===== config.mk =====
export PLATFORM = sky130hd
export DESIGN_NAME = seg_scan_decoder
export DESIGN_NICKNAME = d
export VERILOG_FILES = /design/src/rtl/seg_scan_decoder.sv
export SDC_FILE = /design/constraint.sdc
export NUM_CORES = 1
export LEC_CHECK = 0
export ABC_AREA = 0
export BUFFER_PORTS_ARGS = -buffer_cell sky130_fd_sc_hd__buf_2
export CAP_MARGIN = 20
export CORE_MARGIN = 3
export CORE_UTILIZATION = 60
export DETAILED_ROUTE_END_ITERATION = 8
export PLACE_DENSITY = 0.87
export REMOVE_ABC_BUFFERS = 1
export SYNTH_ARGS = -nofsm -noshare
export SYNTH_HDL_FRONTEND = slang
export SYNTH_SLANG_ARGS = --single-unit
export TNS_END_PERCENT = 1

===== constraint.sdc =====
create_clock -name clk -period 5.2 [get_ports clk]
set_input_delay 0.26 -clock clk [delete_from_list [all_inputs] [get_ports clk]]
set_output_delay 0.26 -clock clk [all_outputs]
set_load 0.005 [all_outputs]

===== src/rtl/seg_scan_decoder.sv =====
// seg_scan_decoder: rebuilds multi-digit BCD/hex values by watching a
// multiplexed active-high seven-segment bus. Scan transitions and glitches
// are filtered out by requiring {an, seg} to hold steady before it is accepted.
module seg_scan_decoder #(
    parameter int DIGITS        = 4,
    parameter int STABLE_CYCLES = 4
) (
    input  logic                  clk,
    input  logic                  rst,
    input  logic [6:0]            seg,
    input  logic [DIGITS-1:0]     an,
    output logic [4*DIGITS-1:0]   bcd_out,
    output logic                  valid,
    output logic                  frame_done,
    output logic                  err
);

    localparam int PW = DIGITS + 7;
    localparam int CW = $clog2(STABLE_CYCLES + 2);
    localparam logic [CW-1:0] RUN_LEN = CW'(STABLE_CYCLES);

    // Sampled bus pattern and the length of its current run. The counter
    // saturates one past RUN_LEN, so a long hold fires only once.
    logic [PW-1:0]            samp;
    logic [CW-1:0]            run_cnt;

    logic [DIGITS-1:0]        mask;
    logic [DIGITS-1:0][3:0]   shadow;
    logic [DIGITS-1:0][3:0]   frame;

    logic [DIGITS-1:0]        an_s;
    logic [6:0]               seg_s;
    logic                     one_hot;
    logic                     legal;
    logic [3:0]               val;
    logic                     fire;
    logic [DIGITS-1:0]        mask_nxt;
    logic [DIGITS-1:0][3:0]   shadow_nxt;

    // {legal, value} for a segment pattern; anything off-table is illegal.
    function automatic logic [4:0] decode(input logic [6:0] s);
        case (s)
            7'h3F:   decode = 5'h10;
            7'h06:   decode = 5'h11;
            7'h5B:   decode = 5'h12;
            7'h4F:   decode = 5'h13;
            7'h66:   decode = 5'h14;
            7'h6D:   decode = 5'h15;
            7'h7D:   decode = 5'h16;
            7'h07:   decode = 5'h17;
            7'h7F:   decode = 5'h18;
            7'h6F:   decode = 5'h19;
            7'h77:   decode = 5'h1A;
            7'h7C:   decode = 5'h1B;
            7'h39:   decode = 5'h1C;
            7'h5E:   decode = 5'h1D;
            7'h79:   decode = 5'h1E;
            7'h71:   decode = 5'h1F;
            default: decode = 5'h00;
        endcase
    endfunction

    // Decode the qualified pattern and precompute the capture result.
    always_comb begin
        an_s     = samp[PW-1:7];
        seg_s    = samp[6:0];
        one_hot  = (an_s != '0) && ((an_s & (an_s - DIGITS'(1))) == '0);
        {legal, val} = decode(seg_s);
        fire     = (run_cnt == RUN_LEN);
        mask_nxt = mask | an_s;
        for (int i = 0; i < DIGITS; i++)
            shadow_nxt[i] = an_s[i] ? val : shadow[i];
    end

    // Stability filter: any change in {an, seg} restarts the run at one.
    // A zero count (after reset) also forces a fresh run.
    always_ff @(posedge clk) begin
        if (rst) begin
            samp    <= '0;
            run_cnt <= '0;
        end else begin
            samp <= {an, seg};
            if (run_cnt == '0 || {an, seg} != samp)
                run_cnt <= CW'(1);
            else if (run_cnt <= RUN_LEN)
                run_cnt <= run_cnt + CW'(1);
        end
    end

    // Capture into the shadow; publish the frame when every digit is in.
    // Blank or overlapping enables are ignored outright.
    always_ff @(posedge clk) begin
        if (rst) begin
            mask       <= '0;
            shadow     <= '0;
            frame      <= '0;
            valid      <= 1'b0;
            frame_done <= 1'b0;
            err        <= 1'b0;
        end else begin
            frame_done <= 1'b0;
            err        <= 1'b0;
            if (fire && one_hot) begin
                if (legal) begin
                    shadow <= shadow_nxt;
                    if (&mask_nxt) begin
                        frame      <= shadow_nxt;
                        valid      <= 1'b1;
                        frame_done <= 1'b1;
                        mask       <= '0;
                    end else begin
                        mask <= mask_nxt;
                    end
                end else begin
                    err <= 1'b1;
                end
            end
        end
    end

    assign bcd_out = frame;

endmodule


==> Flow_metrics.wiki, run 1 <==
{| class="wikitable"
! Metric !! Value
|-
| Type of destination of the critical path || flip-flop
|-
| Count of input and output buffers || 31
|-
| CP delay by family, top || simple AND/OR/NAND/NOR gates
|-
| Placed instance count || between 300 and 400
|-
| Post-synth design cell area || 0.002820 mm²
|-
| Setup violations, final || 0
|-
| Final weighted congestion in routability-driven placement || between 0.9 and 1
|-
| Final worst clock skew || just under 0.008 ns
|-
| Placed wire-length estimate after detailed placement || about 4 mm
|-
| Post-synthesis cell count || 298
|-
| Number of cell rows || 24
|-
| Period utilisation layout || between 40 and 50%
|-
| Ratio of routed vias to standard cells || 6.014
|-
| Result of the run || complete, no violations
|-
| Largest net degree at the start of global routing || 37
|-
| Mean routed wirelength per cell || 15.79 µm
|-
| Number of violations of the max-capacitance limit || 0
|-
| Total Neg Setup Slack || 0 ns
|-
| Number of top-level pins || 32
|-
| Horizontal die dimension || roughly 75 µm
|-
| Post-synthesis sequential area ratio || a little under two fifths
|-
| Final design utilization || 66.78%
|-
| Floorplan die area || 0.005559 mm²
|-
| Count of final max-slew check failures || 0
|-
| Clock net sink count || 53
|-
| Layout overhead on the synthesized area || 5.235%
|-
| Inserted Diodes || 0
|-
| Drt drc || 0
|-
| Number of clock buffers inserted by TritonCTS || 5
|-
| Dpl ws || 2.374 ns
|-
| Primary FF master, synth || dfxtp_1
|-
| Initial core utilization || between 60% and 70%
|-
| Highest cell delay on the worst timing path || roughly 0.63 ns
|-
| Required arrival time at the worst endpoint || between 5 and 6 ns
|-
| Most common cell after layout, fill and taps aside || dfxtp_1
|-
| Fraction of layout cells with a size suffix above 1 || approximately 17%
|-
| IR drop worst, VDD || about 0.13 mV
|-
| Htree depth || 2
|-
| Number of antenna violations at the first check in global routing || 0
|-
| Signal arrival time at the worst endpoint || about 2.8 ns
|-
| LEAKAGE || 1.316 nW
|-
| Nets@finish || 329
|-
| RSZ-0062 raised after global routing || false
|-
| CP Buf/Inv Count || 1
|-
| Number of DRC markers in iteration 0 || 209
|-
| Top library cells by usage in the layout, fill and taps aside || dfxtp_1, nand2_1, mux2i_1
|-
| GRT Util Overall || 22.25%
|-
| First-pass GRT wire length || between 9 and 10 mm
|-
| #FFs+latches synth || between 50 and 60
|-
| Highest-delay cell along the critical path || dfxtp_1
|-
| Post-CTS setup buffers || 0
|-
| Average cell area after synthesis || between 9 and 10 µm²
|-
| CTS tree || yes
|-
| Aggregate global routing overflow || 0
|-
| Post-route minimum period || between 2 and 3 ns
|-
| Clock latency reported for the late side of the worst-skew pair || roughly 0.31 ns
|-
| Buffers from clock root to sink, at most || 2
|-
| Slew @ Worst Pin || about 0.67 ns
|-
| Root Buffer Master || clkbuf_8
|-
| Total non-filler cell area in the finished layout || 0.002968 mm²
|-
| Post-cts repair resize count || 0
|-
| Core box area || about 0.0044 mm²
|-
| Cells taking the most area after synthesis || dfxtp_1, mux2i_1, nand2_1, o311ai_4, xor2_1
|-
| Final WS setup || about 2.6 ns
|-
| Cell type contributing the most total cell area after synthesis || dfxtp_1
|-
| Area share of the largest cell type after synthesis || a little under two fifths
|-
| Post-detailed-routing wire length || slightly below 6 mm
|-
| Max_slew headroom || ~55%
|-
| Number of hold-repair buffers added at the cts stage || 0
|-
| Number of nets with antenna violations after routing || 0
|-
| Worst-path fanout max || 14
|-
| Synthesis warning total || 0
|-
| Clock transition time at the flip-flop clock pins of the worst setup and hold paths || ~0.1 ns
|-
| First-pass iteration count of the detailed router || 4
|-
| Maximum achievable frequency || 385.1 MHz
|-
| Vias || 2207
|-
| EDFF count, synth || 0
|-
| Total cell area at the placement stage || ~0.0029 mm²
|-
| Count of unique library cells instantiated by Yosys || 56
|-
| Crit Path Category || reg -> reg
|-
| Via count of the first global-routing pass || 1964
|-
| Finished Layout Cells || around 370
|-
| Hold Violations, Final || 0
|-
| Worst hold path type || in -> reg
|-
| Crit path cell chain || nor4bb_1, and4_1, or3_1, o311ai_4, buf_8, mux2i_1
|-
| Startpoint class of the critical path || flip-flop
|-
| Share of async-settable or async-resettable flops after synthesis || 0%
|-
| Vertical die dimension || 74.56 µm
|-
| Power density over the cells || approximately 240 mW/mm²
|}
==> metal layers <==
metal  track usage [%]  up-vias  wire (µm)
met5                 0        -          0
met4             7.905        0         73
met3             5.405        8        332
met2             35.51       62       2842
met1             29.34     1053       2546
li1                  -     1084          -
==> per-stage QoR <==
step,total power [mW],hold WS (ns)
2_1_floorplan,0.4642,0.3316
3_3_place_gp,0.4835,0.4388
3_5_place_dp,0.4859,0.4483
4_1_cts,0.7104,0.1892
5_1_grt,0.7382,0.1824
6_report,0.7078,0.1899
==> power breakdown <==
part           internal [mW]  leakage, nW  switching, mW
registers              0.411        0.430         0.0185
logic                 0.0223        0.841         0.0265
clock network         0.0962       0.0456          0.134
==> final cells by class <==
type,count,area [µm²]
Multi-Input combinational cell,210,1536
Sequential cell,53,1061
Clock inverter,2,13.76
Inverter,11,41.29
Tap cell,52,65.06
Fill cell,362,1476
Timing Repair Buffer,33,177.7
Clock buffer,6,72.57
==> Yosys cell counts, types with 5 or more instances <==
cell type	number
dfxtp_1	53
nand2_1	38
mux2i_1	33
nor2_1	21
xor2_1	12
inv_1	11
nor2b_1	11
nand3_1	10
a211o_1	9
clkbuf_1	7
a211oi_1	5
buf_2	5
buf_6	5
nor3_1	5
o21ai_0	5
o31ai_1	5
==> kinds of logic after synthesis <==
family / after synthesis / share of synthesized area, %
xor+xnor: 14 / 4.348
mux: 33 / 11.71
buf+inv: 35 / 7.897
flops: 53 / 37.62
simple gates: 113 / 21.65
compound gates: 48 / 15.88
fa+ha+maj: 2 / 0.8872
==> sequential cells by signal, summed over array words and instances, names as in the netlist <==
signal and flops:
bcd_out 16, err 1, frame_done 1, mask 4, run_cnt 3, samp 11
shadow 16, valid 1
==> final timing paths <==
path,start,endpoint,slack (ns),depth (start not counted)
min,seg[0],samp[0]$_SDFF_PP0_,0.19,2
min reg2reg,bcd_out[8]$_SDFFE_PP0P_,bcd_out[8]$_SDFFE_PP0P_,0.46,2
max reg2reg,samp[5]$_SDFF_PP0_,bcd_out[10]$_SDFFE_PP0P_,2.60,6
max,samp[5]$_SDFF_PP0_,bcd_out[10]$_SDFFE_PP0P_,2.60,6
(Power assumes the default switching activity.)
==> run 2, diff against run 1 <==
Settings changed: CORE_UTILIZATION 60 to 58, PLACE_DENSITY 0.87 to 0.84.
Clock period 5.2 ns to 2.62 ns, I/O delays scaled along.
==> run 2 against run 1 <==
Against the previous run:
- sequential power grew 97%
- critical path type unchanged
- count of clock-buffer cells in the layout unchanged
- via count increased by 1.1%
- highest routed layer unchanged
- setup slack got worse by 2.4 ns
- critical path depth decreased by 1
- maximum frequency rose by 6.4%
==> Flow_metrics.wiki, run 2 (synthesized netlist as in run 1, its figures left out) <==
{| class="wikitable"
! Metric !! Value
|-
| Result of the run || complete, no violations
|-
| Internal Pwr Total || 1.050 mW (+99%)
|-
| Initial core utilization || 62.20% (-1.3 points)
|-
| Setup violations, final || 0 (unchanged)
|-
| Most common cell after layout, fill and taps aside || dfxtp_1
|-
| CTS tree || yes
|-
| Crit Path Category || reg -> reg
|-
| Number of nets with antenna violations after routing || 0 (unchanged)
|-
| Htree depth || 2 (unchanged)
|-
| Net Sw Power || 0.3611 mW (+100%)
|-
| Largest net degree at the start of global routing || 32 (-14%)
|-
| Origin of the worst setup path || samp[5]$_SDFF_PP0_
|-
| Aggregate global routing overflow || 0 (unchanged)
|-
| Clock latency reported for the late side of the worst-skew pair || 0.31 ns (about the same)
|-
| Root Buffer Master || clkbuf_8
|-
| Buffers from clock root to sink, at most || 2 (unchanged)
|-
| Layout overhead on the synthesized area || 7.986%
|-
| Type of destination of the critical path || flip-flop
|-
| Required arrival time at the worst endpoint || 2.85 ns (-2.59 ns)
|-
| Nets@finish || 337 (+2.4%)
|-
| Max_slew headroom || 46.97% (-8.1 points)
|-
| Power density over the cells || 463.4 mW/mm² (+94%)
|-
| Fraction of layout cells with a size suffix above 1 || 19.25% (+2.1 points)
|-
| Switching power as a share of total power || 25.58% (+0.32 points)
|-
| Count of final max-slew check failures || 0 (unchanged)
|-
| Ratio of routed vias to standard cells || 5.767 (-4.1%)
|-
| Number of antenna violations at the first check in global routing || 0 (unchanged)
|-
| First-pass iteration count of the detailed router || 4 (unchanged)
|-
| Slew @ Worst Pin || 0.7946 ns (+0.1277 ns)
|-
| Post-route minimum period || 2.440 ns (-0.1568 ns)
|-
| Overall power of the completed layout || 1.411 mW (+99%)
|-
| Final worst clock skew || 0.005789 ns (-0.001934 ns)
|-
| Startpoint class of the critical path || flip-flop
|-
| Final weighted congestion in routability-driven placement || 0.8662 (-9.2%)
|-
| Worst-path fanout max || 14 (unchanged)
|-
| Core box area || 0.004534 mm² (+2.0%)
|-
| Vertical die dimension || 75.73 µm (+1.6%)
|-
| Drt drc || 0 (unchanged)
|-
| LEAKAGE || 1.357 nW (+3.1%)
|-
| Clock net sink count || 53 (unchanged)
|-
| Number of top-level pins || 32 (unchanged)
|-
| Period utilisation layout || 93.13% (+43 points)
|-
| Horizontal die dimension || 75.73 µm (+1.6%)
|-
| Post-detailed-routing wire length || 6.001 mm (+3.6%)
|-
| Placed wire-length estimate after detailed placement || 4.136 mm (+4.5%)
|-
| Number of DRC markers in iteration 0 || 320 (+53%)
|-
| Maximum achievable frequency || 409.9 MHz (+6.4%)
|-
| RSZ-0062 raised after global routing || false
|-
| Worst hold path type || in -> reg
|-
| Number of clock buffers inserted by TritonCTS || 5 (unchanged)
|-
| Count of input and output buffers || 31 (unchanged)
|-
| Hold Violations, Final || 0 (unchanged)
|-
| Origin of the critical flop-to-flop path || samp[5]$_SDFF_PP0_
|-
| Total Neg Setup Slack || 0 ns (unchanged)
|-
| Mean routed wirelength per cell || 15.51 µm (-1.8%)
|-
| Clock transition time at the flip-flop clock pins of the worst setup and hold paths || 0.09 ns (about the same)
|-
| Relative contribution of the clock network to total power || 32.3% (-0.2 points)
|-
| Proportion of power drawn by flip-flops and latches || 60.0% (-0.6 points)
|-
| Combinational cell fraction of total power || 7.7% (+0.8 points)
|-
| Number of cell rows || 24 (unchanged)
|-
| GRT Util Overall || 22.40% (+0.15 points)
|-
| Number of hold-repair buffers added at the cts stage || 0 (unchanged)
|-
| Signal arrival time at the worst endpoint || 2.67 ns (-0.17 ns)
|-
| First-pass GRT wire length || 9.722 mm (+1.5%)
|-
| Number of violations of the max-capacitance limit || 0 (unchanged)
|-
| Worst min-delay path startpoint || seg[2]
|-
| IR drop worst, VDD || 0.3881 mV (+210%)
|-
| Inserted Diodes || 0 (unchanged)
|-
| Floorplan die area || 0.005735 mm² (+3.2%)
|-
| Vias || 2232 (+1.1%)
|-
| Slack of the worst reg-to-reg path || 0.18 ns (-2.42 ns)
|-
| Fillers || 358 (-1.1%)
|-
| Top library cells by usage in the layout, fill and taps aside || dfxtp_1, nand2_1, mux2i_1
|-
| Via count of the first global-routing pass || 2015 (+2.6%)
|}
==> run 2: changes by cell type in the layout (fill, tap and decap cells not counted), sizes merged <==
cell	change
inv	-1
buf	+8
==> run 2: worst max-delay path, cell delays in order, from the launching register on <==
cell and delay (ns):
dfxtp_1 0.64, nand4bb_1 0.23, nor3b_1 0.39, a211o_1 0.46
o311a_1 0.40, mux2i_1 0.24
==> run 2: layout make-up <==
type	instances	area (µm²)	share of cell area (%)
repair buffers	41	242.7	7.970
flip-flops and latches	53	1062	34.88
well taps	65	81.33	2.671
clock inverters	1	8.758	0.2876
clock buffers	6	72.57	2.383
multi-input cells	210	1536	50.45
inverters	11	41.29	1.356
==> run 2: path summary, 6_finish.rpt <==
check | to | depth (start not counted)
worst max-delay path | shadow[1]$_SDFFE_PP0P_ | 5
worst min register to register | bcd_out[11]$_SDFFE_PP0P_ | 2
worst min-delay path | samp[2]$_SDFF_PP0_ | 2
worst max register to register | shadow[1]$_SDFFE_PP0P_ | 5
==> run 2: per-layer routing <==
layer / track usage (%) / routed length [µm] / vias to the layer above
li1: - / - / 1098
met5: 0 / 0 / -
met2: 35.76 / 2906 / 67
met1: 30.03 / 2730 / 1061
met4: 7.767 / 63 / 0
met3: 4.749 / 301 / 6
==> run 2: power groups by stage <==
stage          Clock [mW]  Sequential [mW]  Combinational (mW)
3_5_place_dp            0            0.864               0.107
4_1_cts             0.460            0.846               0.108
5_1_grt             0.496            0.850               0.120
3_3_place_gp            0            0.864               0.104
2_1_floorplan           0            0.858              0.0631
6_report            0.456            0.847               0.108
==> run 2: timing repair <==
item                                    4_1_cts  5_1_grt
endpoints found under the setup margin        0        2
buffers inserted                              0        0
resized for setup                             0        1
==> run 2: per-stage QoR <==
| step | hold slack (ns) | area, µm² | util (%) | setup slack (ns) | std cells |
|---|---|---|---|---|---|
| 2_1_floorplan | 0.2026 | 2639 | - | 0.1907 | 274 |
| 3_3_place_gp | 0.3655 | 2963 | 65.34 | 0.3638 | 380 |
| 3_5_place_dp | 0.3763 | 2963 | 65.34 | 0.2403 | 380 |
| 4_1_cts | 0.05239 | 3044 | 67.14 | 0.1981 | 387 |
| 5_1_grt | 0.06091 | 3045 | 67.16 | 0.01565 | 387 |
| 6_report | 0.05152 | 3045 | 67.16 | 0.1801 | 387 |
==> run 3, diff against run 2 <==
Settings changed: ABC_AREA 0 to 1, CELL_PAD_IN_SITES_DETAIL_PLACEMENT set to 1, CELL_PAD_IN_SITES_GLOBAL_PLACEMENT set to 2, CORE_UTILIZATION 58 to 33, RECOVER_POWER set to 100.
==> run 3 against run 2 <==
Against the previous run:
- via count is 11% higher
- critical path depth increased by 4
- cell area is essentially flat
- non-clock buffer count fell by 8
- power grew 0.19%
- setup slack improved by 0.35 ns
- critical endpoint is now shadow[11]$_SDFFE_PP0P_
- die area is 69% higher
- clock skew up 0.0010 ns
- clock power grew 5.3%
- cell count increased by 36%
- flip-flop and latch count unchanged
- first-iteration DRC count is 67% lower
==> Flow_metrics.wiki, run 3 <==
{| class="wikitable"
! Metric !! Value
|-
| Hold Violations, Final || 0 (unchanged)
|-
| First-pass GRT wire length || 12.39 mm (+27%)
|-
| Cell type contributing the most total cell area after synthesis || dfxtp_1
|-
| Initial core utilization || 34.14% (-28 points)
|-
| Drt drc || 0 (unchanged)
|-
| Number of cell rows || 33 (+38%)
|-
| Layout overhead on the synthesized area || 7.945% (about the same)
|-
| Synthesis warning total || 0 (unchanged)
|-
| Number of nets with antenna violations after routing || 0 (unchanged)
|-
| Worst min-delay path endpoint || samp[3]$_SDFF_PP0_
|-
| GRT Util Overall || 15.22% (-7.2 points)
|-
| Vertical die dimension || 98.43 µm (+30%)
|-
| Clock latency reported for the late side of the worst-skew pair || 0.31 ns (about the same)
|-
| Final weighted congestion in routability-driven placement || 0.8164 (-5.7%)
|-
| Primary FF master, synth || dfxtp_1
|-
| Setup violations, final || 0 (unchanged)
|-
| Maximum achievable frequency || 477.9 MHz (+17%)
|-
| Total cell area at the placement stage || 0.002993 mm² (+1.0%)
|-
| Post-route minimum period || 2.092 ns (-0.3476 ns)
|-
| Post-synth design cell area || 0.002819 mm² (about the same)
|-
| #FFs+latches synth || 53 (unchanged)
|-
| Post-CTS setup buffers || 0 (unchanged)
|-
| Floorplan die area || 0.009687 mm² (+69%)
|-
| Most common cell after layout, fill and taps aside || nand2_1
|-
| Post-synthesis cell count || 398 (+34%)
|-
| Largest net degree at the start of global routing || 44 (+38%)
|-
| Final WS setup || 0.5277 ns (+0.3476 ns)
|-
| Area share of the largest cell type after synthesis || 37.64% (about the same)
|-
| Share of async-settable or async-resettable flops after synthesis || 0% (unchanged)
|-
| Total area of multi-input combinational cells || 0.001485 mm² (-3.3%)
|-
| First-pass iteration count of the detailed router || 4 (unchanged)
|-
| EDFF count, synth || 0 (unchanged)
|-
| Slack of the worst reg-to-reg path || 0.53 ns (+0.35 ns)
|-
| Number of antenna violations at the first check in global routing || 0 (unchanged)
|-
| Number of violations of the max-capacitance limit || 0 (unchanged)
|-
| Worst-path fanout max || 20 (+6)
|-
| Count of input and output buffers || 31 (unchanged)
|-
| Overall power of the completed layout || 1.414 mW (+0.19%)
|-
| IR drop worst, VDD || 0.1798 mV (-54%)
|-
| Top library cells by usage in the layout, fill and taps aside || nand2_1, dfxtp_1, nor2_1
|-
| Period utilisation layout || 79.86% (-13 points)
|-
| Root Buffer Master || clkbuf_8
|-
| Inserted Diodes || 0 (unchanged)
|-
| Clock transition time at the flip-flop clock pins of the worst setup and hold paths || 0.10 ns (about the same)
|-
| Number of clock buffers inserted by TritonCTS || 5 (unchanged)
|-
| Fillers || 1091 (+200%)
|-
| Number of DRC markers in iteration 0 || 105 (-67%)
|-
| Result of the run || complete, no violations
|-
| Final design utilization || 36.85% (-30 points)
|-
| Horizontal die dimension || 98.43 µm (+30%)
|-
| Power density over the cells || 464.7 mW/mm² (+0.28%)
|-
| Max_slew headroom || 3.246% (-44 points)
|-
| Worst hold path type || in -> reg
|-
| Slew @ Worst Pin || 1.451 ns (+0.6567 ns)
|-
| Via count of the first global-routing pass || 2592 (+29%)
|-
| Final worst clock skew || 0.006785 ns (+0.0009956 ns)
|-
| Fraction of layout cells with a size suffix above 1 || 19.05% (-0.21 points)
|-
| Required arrival time at the worst endpoint || 2.83 ns (-0.02 ns)
|-
| Startpoint class of the critical path || flip-flop
|-
| Core box area || 0.008258 mm² (+82%)
|-
| Number of top-level pins || 32 (unchanged)
|-
| Post-detailed-routing wire length || 7.008 mm (+17%)
|-
| Origin of the critical flop-to-flop path || samp[1]$_SDFF_PP0_
|-
| Placed wire-length estimate after detailed placement || 5.086 mm (+23%)
|-
| CTS tree || yes
|-
| Cell count of the worst hold path || 3 (+1)
|-
| Count of unique library cells instantiated by Yosys || 30 (-46%)
|-
| Leading post-synthesis cells by instance count || nand2_1, dfxtp_1, nor2_1, inv_1, nand3_1
|-
| Mean routed wirelength per cell || 13.35 µm (-14%)
|-
| LEAKAGE || 1.447 nW (+6.7%)
|-
| Number of hold-repair buffers added at the cts stage || 0 (unchanged)
|-
| Signal arrival time at the worst endpoint || 2.31 ns (-0.36 ns)
|-
| Library cell with the highest instance count after synthesis || nand2_1
|-
| Buffers from clock root to sink, at most || 2 (unchanged)
|-
| Ratio of routed vias to standard cells || 4.733 (-18%)
|-
| Worst min-delay path startpoint || seg[3]
|-
| Average cell area after synthesis || 7.083 µm² (-25%)
|-
| Dpl ws || 0.6809 ns (+0.4406 ns)
|-
| Clock net sink count || 53 (unchanged)
|-
| RSZ-0062 raised after global routing || false
|-
| Sequential standard cell area || 0.001061 mm² (-0.12%)
|-
| Crit Path Category || reg -> reg
|-
| Vias || 2485 (+11%)
|-
| Count of final max-slew check failures || 0 (unchanged)
|-
| R2r worst-path depth || 9 (+4)
|-
| Type of destination of the critical path || flip-flop
|-
| Post-synthesis sequential area ratio || 37.64% (about the same)
|-
| Nets@finish || 434 (+29%)
|-
| Aggregate global routing overflow || 0 (unchanged)
|-
| Post-cts repair resize count || 0 (unchanged)
|-
| Endpoint of the worst register-to-register path || shadow[11]$_SDFFE_PP0P_
|-
| Total non-filler cell area in the finished layout || 0.003043 mm² (about the same)
|-
| Total Neg Setup Slack || 0 ns (unchanged)
|-
| Htree depth || 2 (unchanged)
|-
| Cells taking the most area after synthesis || dfxtp_1, nand2_1, nor2_1, nand3_1, nand4_1
|}
[run 3: critical path, cell delays in order (launching register included)]
cell and delay (ns):
dfxtp_1 0.46, nand2_2 0.14, nor2_2 0.18, nand2_1 0.11, nand3_1 0.11, nor2_2 0.05
nand3_1 0.27, nand2_2 0.34, o21ai_0 0.27, nor2_1 0.06
[run 3: per-layer routing]
| metal | share of wire, % | up-vias | GRT usage [%] |
|---|---|---|---|
| li1 | - | 1295 | - |
| met1 | 51 | 1163 | 21.00 |
| met2 | 46 | 21 | 25.38 |
| met3 | 2.3 | 6 | 2.265 |
| met4 | 0.78 | 0 | 3.151 |
| met5 | 0 | - | 0 |
[run 3: cell families (layout without fill, tap and decap cells)]
family | Yosys count | in the layout | synth area share [%]
buffers and inverters | 51 | 73 | 9.098
AOI/OAI and AO/OA | 27 | 27 | 5.637
xor gates and xnor gates | 9 | 9 | 2.796
adders and majority gates | 2 | 2 | 0.8876
DFF | 53 | 53 | 37.64
and+or+nand+nor | 256 | 256 | 43.94
[run 3: power breakdown]
group	internal, mW	switching, mW	total [mW]	leakage [nW]
clock network	0.192	0.288	0.480	0.0456
registers	0.815	0.0186	0.834	0.430
logic	0.0326	0.0678	0.100	0.972
[run 3: layout make-up]
| class | instances | share of cell area (%) |
|---|---|---|
| Multi-Input combinational cell | 294 | 48.81 |
| Sequential cell | 53 | 34.87 |
| Timing Repair Buffer | 33 | 5.222 |
| Tap cell | 105 | 4.317 |
| Inverter | 32 | 3.947 |
| Clock buffer | 6 | 2.385 |
| Clock inverter | 2 | 0.4523 |
[run 3: worst max path at each step]
stage,startpoint,end,slack [ns],depth (start not counted)
after global placement,samp[6]$_SDFF_PP0_,bcd_out[15]$_SDFFE_PP0P_,0.70,10
after global routing,samp[1]$_SDFF_PP0_,shadow[2]$_SDFFE_PP0P_,0.22,9
after CTS,samp[1]$_SDFF_PP0_,bcd_out[15]$_SDFFE_PP0P_,0.65,10
after detailed placement,samp[1]$_SDFF_PP0_,bcd_out[15]$_SDFFE_PP0P_,0.68,10
final,samp[1]$_SDFF_PP0_,shadow[11]$_SDFFE_PP0P_,0.53,9
after floorplan,samp[8]$_SDFF_PP0_,bcd_out[0]$_SDFFE_PP0P_,0.39,5
[run 3: through the flow]
step           hold slack (ns)  std cells
3_3_place_gp            0.3574        517
4_1_cts                0.03183        525
2_1_floorplan           0.1934        379
6_report               0.04215        525
5_1_grt                0.03571        525
3_5_place_dp            0.3720        517
